**src/rtl/pc_fetch_unit.sv**
```systemverilog
// rtl/pc_fetch_unit.sv - program counter, next-PC select and idle-loop halt detection for the single-cycle core
module pc_fetch_unit #(
    parameter logic [31:0] RESET_PC = 32'h0000_0000,
    parameter int          ADDR_W   = 6
) (
    input  logic              clk,
    input  logic              reset,
    input  logic              stall,
    input  logic              branch_taken,
    input  logic [15:0]       branch_imm,
    input  logic              jump,
    input  logic [25:0]       jump_index,
    output logic [31:0]       pc,
    output logic [31:0]       pc_plus4,
    output logic [ADDR_W-1:0] imem_addr,
    output logic              fetch_valid,
    output logic              halted,
    output logic [31:0]       fetch_count
);

    localparam logic [31:0] RESET_PC_ALIGNED = {RESET_PC[31:2], 2'b00};

    typedef enum logic [1:0] {
        BOOT = 2'd0,
        RUN  = 2'd1,
        HALT = 2'd2
    } state_t;

    state_t      state;
    logic [31:0] jump_tgt;
    logic [31:0] br_tgt;
    logic [31:0] next_pc;
    logic        self_jump;

    assign pc_plus4  = pc + 32'd4;
    assign jump_tgt  = {pc_plus4[31:28], jump_index, 2'b00};
    assign br_tgt    = pc_plus4 + {{14{branch_imm[15]}}, branch_imm, 2'b00};
    assign next_pc   = jump ? jump_tgt : (branch_taken ? br_tgt : pc_plus4);
    assign self_jump = jump && (jump_tgt == pc);
    // Word address aliases once pc leaves the imem window; pc keeps all 32 bits.
    assign imem_addr = pc[ADDR_W+1:2];

    always_ff @(posedge clk or negedge reset) begin
        if (!reset) begin
            state       <= BOOT;
            pc          <= RESET_PC_ALIGNED;
            fetch_valid <= 1'b0;
            halted      <= 1'b0;
            fetch_count <= 32'd0;
        end else begin
            case (state)
                BOOT: begin
                    state       <= RUN;
                    fetch_valid <= 1'b1;
                end
                RUN: begin
                    if (!stall) begin
                        pc <= next_pc;
                        if (fetch_count != 32'hFFFF_FFFF) begin
                            fetch_count <= fetch_count + 32'd1;
                        end
                        // The self-jump fetch itself still retires before fetch stops.
                        if (self_jump) begin
                            state       <= HALT;
                            fetch_valid <= 1'b0;
                            halted      <= 1'b1;
                        end
                    end
                end
                HALT: begin
                    fetch_valid <= 1'b0;
                    halted      <= 1'b1;
                end
                default: begin
                    state       <= BOOT;
                    fetch_valid <= 1'b0;
                    halted      <= 1'b0;
                end
            endcase
        end
    end

endmodule
```
**config.mk**
```make
export PLATFORM = sky130hd
export DESIGN_NAME = pc_fetch_unit
export DESIGN_NICKNAME = d
export VERILOG_FILES = /design/src/rtl/pc_fetch_unit.sv
export SDC_FILE = /design/constraint.sdc
export NUM_CORES = 1
export LEC_CHECK = 0
export ABC_CLOCK_PERIOD_IN_PS = 5900
export CORE_ASPECT_RATIO = 0.9
export CORE_UTILIZATION = 54
export DETAILED_ROUTE_END_ITERATION = 8
export PLACE_DENSITY_LB_ADDON = 0.08
export RECOVER_POWER = 100
export SLEW_MARGIN = 20
export SYNTH_ARGS = -nofsm -noshare
export SYNTH_HDL_FRONTEND = slang
export SYNTH_SLANG_ARGS = --single-unit
```
**constraint.sdc**
```tcl
create_clock -name clk -period 5.9 [get_ports clk]
set_input_delay 1.18 -clock clk [delete_from_list [all_inputs] [get_ports clk]]
set_output_delay 1.18 -clock clk [all_outputs]
set_load 0.02 [all_outputs]
```
# Word-level counts from Yosys, hierarchy flattened
# Cells that the tools add are included.
# totals
regBits,68
elab_cells,35
inputBits,47
output_inout_bits,104
# classes
n_mux,11
eq_ne,6
n_reduce_logical,7
addsub,3
n_bitwise,3
# ops
operator,count
$mux 32,2
$add 32x1->32 const B,1
$add 32x3->32 const B,1
$add 32x32->32,1
$eq 32x32->1,1
$ne 32x32->1 const B,1
$reduce_and 3->1,3
$pmux 2 s3,1
$mux 1,4
$mux 2,2
$ne 2x2->1 const B,2
$reduce_and 2->1,2
$not 1->1,3
$pmux 1 s3,1
$eq 2x1->1 const B,1
$eq 2x2->1 const B,1
$logic_not 2->1,1
$pmux 1 s2,1
$logic_and 1x1->1,1

# Logic depth before layout (Yosys ltp)
# Gate-level depths: netlist (run 1).
# logic_depth
ltp_word,6
mapped_depth,18
mapped_depth_nobuf,17

# Worst setup path before layout (run 1)
# OpenSTA, ideal clock, no wires.
# synth_timing
path_kind,reg-to-reg
start,register pc[3]
end,register pc[31]
period_less_slack_ns,4.002
t_arrival_ns,3.907
setup_time_ns,0.095
stages_incl_launch_ff,19
t_required_ns,5.805
path_buffers,1
path_slack_ns,1.898
path_cell_list,dfrtp_1 -> ha_1 -> and3_1 -> nand4_1 -> or3_4 -> nor2_4 -> nand2_1 -> xnor2_1 -> ha_1 -> clkbuf_1 -> a21o_1 -> a21oi_1 -> nand2_1 -> nor2_1 -> o2111ai_1 -> a31oi_1 -> xor2_1 -> nor3_1 -> o31ai_1
# synth_between
elab_chain_cells,4
# synth_rtl
item,line_no,rtl
start: declaration,13,"output logic [31:0] pc,"
start signal: assignment,58,pc <= next_pc;
$add 32x3->32,35,assign pc_plus4 = pc + 32'd4;
net pc_plus4[24],14,"output logic [31:0] pc_plus4,"
$add 32x32->32,37,"assign br_tgt = pc_plus4 + {{14{branch_imm[15]}}, branch_imm, 2'b00};"
$mux 32 (2 in a row),38,assign next_pc = jump ? jump_tgt : (branch_taken ? br_tgt : pc_plus4);
# The timed path passes the listed nets, and every way through them passes these cells.
# A chain may end at the register's enable or synchronous reset.

# Final worst setup path (run 1)
# layout_timing
start,input jump
end,register halted
# layout_between
elab_chain_cells,3
# layout_rtl
item,line_no,rtl
start: declaration,11,"input logic jump,"
$logic_and 1x1->1,39,assign self_jump = jump && (jump_tgt == pc);
$ne 2x2->1 (no line),n/a,
$reduce_and 3->1 (no line),n/a,
end signal: assignment,48,halted <= 1'b0;
end signal: assignment,66,halted <= 1'b1;
end signal: assignment,72,halted <= 1'b1;
end: declaration,17,"output logic halted,"
# Every way passes these cells.

==> flow_summary.yaml, run 1 <==
run_status:
  outcome: "finished, violations left"
  violations: "design-rule violations, max-capacitance violations, max-slew violations"
floorplanning:
  die_area_sq_um: 11300
  die_y_um: 101
  num_rows: 35
  pin_count: 151
  die_w_um: 112
  initial_core_util_pct: 56.5
  core_region_area_sq_um: 10400
sta:
  setup-tns-final_ns: 0
  timing.final.crit_period_ns: 5.09
  slew_headroom_pct: -142
  period_share_pct: 86.2
  holdWs_ns: 0.491
  worstMarginPinSlew_ns: 3.64
  slew_violations: 67
  finalSetupViolCount: 0
  fmax_ghz: 0.197
  final_hold_viol_count: 0
  fin_worst_skew_ns: 0.00380
  rsz0062_at_grt: "false"
  setup_slack_ns: 0.812
pwr:
  peakVddDrop_v: 0.000239
  sequentialPowerShare_pct: 25.3
  cell_internal_pwr_mw: 1.51
  clockPowerShare_pct: 18.8
  p_comb_share_pct: 55.9
  p_sw_mw: 1.25
  power-per-cell-area_nw_per_um2: 364
  p_leak_nw: 3.39
  switching_share_pct: 45.4
min_path:
  holdCritPathClass: "reg2reg"
synthesis:
  syn_area_per_cell_sq_um: 8.41
  synth_area_sq_um: 5890
  synthArstFlopShare_pct: 100
  synth_top_area_share_pct: 28.1
  yosysSeqAreaShare_pct: 28.1
  yosysWarnings: 0
  yosysUniqueCellTypes: 78
  synth-main-ff-cell: "dfrtp_1"
  synthTopCellsByArea: "dfrtp_1 (28%), ha_1 (8.5%), xor2_1 (8.2%)"
  syn-instance-count: 700
  ys_ff_latch: 66
  yosys.area.top_type: "dfrtp_1"
  synth_enable_flop_cells: 0
placement:
  dp_hpwl_mm: 14.0
  dp_slack_ns: 1.33
  routabilityCongestion: 0.957
  io_buffers: 146
clock_network:
  clock-root-buffer: "clkbuf_16"
  cts_buffers: 9
  cts.htree.levels: 3
  clkLatencyLatePin_ns: 0.33
  cts_resized: 0
  clock-sinks: 66
  cts_hold_buf: 0
  post_cts_buffers: 0
  cts_tree: "yes"
  clk_pin_slew_ns: 0.05
  clk_path_buf_depth: 2
worst_setup_path:
  required_ns: 6.11
  crit_fanout: 28
  start_kind: "input pin"
  crit_arrival_ns: 5.29
  end_kind: "flop"
  crit_type: "in2reg"
layout:
  layout-drive-gt1-share_pct: 4.31
  synthToLayoutAreaGrowth_pct: 28.7
  post-route-util_pct: 72.7
  finalNetCount: 919
  n_antenna_cell: 0
global_routing:
  antenna_found_initial: 0
  grt_max_degree: 67
  grt_pass1_vias: 5747
  grt_use_total_pct: 33.0
  grt_pass1_wl_mm: 29.4
  grt.overflow.total: 0
route:
  viasPerCell: 6.13
  drt_pass1_iterations: 7
  dr_total_vias: 5919
  wl_per_cell_um: 19.0
  wirelength_mm: 18.4
  dr.first_iter.drc_count: 626
  drc: 10
  ant_nets: 0
flow_run:
  drv_cap: 1
[sequential cells by signal, summed over array words and instances, names as in the netlist]
name and flops:
state 2, halted 1, pc 30, fetch_count 32
fetch_valid 1
[metal layers]
layer / global-route usage, % / part of all wire, % / vias to the layer above
met5: 0 / 0 / -
met4: 12.7 / 3.0 / 0
met3: 6.31 / 7.9 / 53
met2: 54.2 / 47 / 306
met1: 43.4 / 43 / 2808
li1: - / - / 2752
[cell usage in the layout (no fill, tap or decap), drive strengths merged, types with 5 or more instances in the layout]
cell,count
dlygate4sd3,103
nand2,78
dfrtp,66
nor2,63
xor2,55
xnor2,53
o21ai,45
a21oi,43
clkdlybuf4s50,42
ha,40
nand3,38
nand4,20
inv,18
and3,13
clkbuf,13
a21o,12
nor3,11
a211oi,10
o211ai,10
nor2b,7
and4,7
o21bai,6
mux2i,5
nor4,5
[synth_stat cells (6+ instances only)]
cell and number:
a211oi_1 7, a21o_1 12, a21oi_1 41, and3_1 12, buf_4 10, clkbuf_1 17, dfrtp_1 66, ha_1 40
inv_1 18, nand2_1 78, nand3_1 38, nand4_1 18, nor2_1 62, nor2b_1 6, nor3_1 8, o211ai_1 9
o21ai_0 44, o21bai_1 6, xnor2_1 53, xor2_1 55
[worst max-delay path, stage by stage]
cell and delay, ns:
dlygate4sd3_1 0.53, clkbuf_1 1.00, inv_1 0.79, or3_1 0.54, nor4_1 0.25, nand4_1 0.12
o41a_2 0.42, nor2_1 0.11, mux2_1 0.33
[layout make-up]
cell class                      count  area [sq um]
Fill cell                         865          2840
Clock inverter                      6          57.6
Multi-Input combinational cell    585          3930
Sequential cell                    66          1650
Inverter                           18          67.6
Tap cell                          129           161
Clock buffer                       10           229
Timing Repair Buffer              151          1480
[final timing paths]
path                                              from                          end  slack, ns  cells past startpoint
min in group asynchronous                        reset           pc[28]$_DFFE_PN0P_       2.20                      2
max                                               jump           halted$_DFFE_PN0P_       0.81                      9
max reg2reg                          pc[2]$_DFFE_PN0P_           pc[25]$_DFFE_PN0P_       1.18                     15
max in group asynchronous                        reset           pc[16]$_DFFE_PN0P_       1.65                      2
min                        fetch_count[17]$_DFFE_PN0P_  fetch_count[17]$_DFFE_PN0P_       0.49                      1
min reg2reg                fetch_count[17]$_DFFE_PN0P_  fetch_count[17]$_DFFE_PN0P_       0.49                      1
[kinds of logic (layout without fill, tap and decap cells)]
family          after synthesis  count (layout)  synth area share, %
flops                        66              66                 28.1
mux                           9               9                 1.62
compound gates              163             163                 18.9
buf+inv                      52             185                 4.04
fa+ha+maj                    41              41                 8.84
xor+xnor                    108             108                 16.1
other cells                   1               4               0.0637
simple gates                260             260                 22.5
[metrics by stage]
| stage | area [sq um] | std cells | total power, mW |
|---|---|---|---|
| after floorplan | 5900 | 703 | 1.70 |
| after global placement | 7380 | 949 | 2.28 |
| after detailed placement | 7380 | 949 | 2.30 |
| after CTS | 7670 | 965 | 2.84 |
| after global routing | 7580 | 965 | 2.91 |
| final | 7580 | 965 | 2.76 |
[power by group through the flow]
stage	sequential, mW	clock (mW)	combinational, mW
2_1_floorplan	0.753	0	0.950
3_3_place_gp	0.697	0	1.58
3_5_place_dp	0.704	0	1.60
4_1_cts	0.698	0.524	1.61
5_1_grt	0.709	0.544	1.66
6_report	0.697	0.519	1.54
No activity file was read; power rests on OpenSTA's default activity.
==> run 2: changes to the inputs <==
Settings changed: CAP_MARGIN set to 20.
==> results of run 2 <==
Final layout, timing and power as in run 1 (identical DEF).
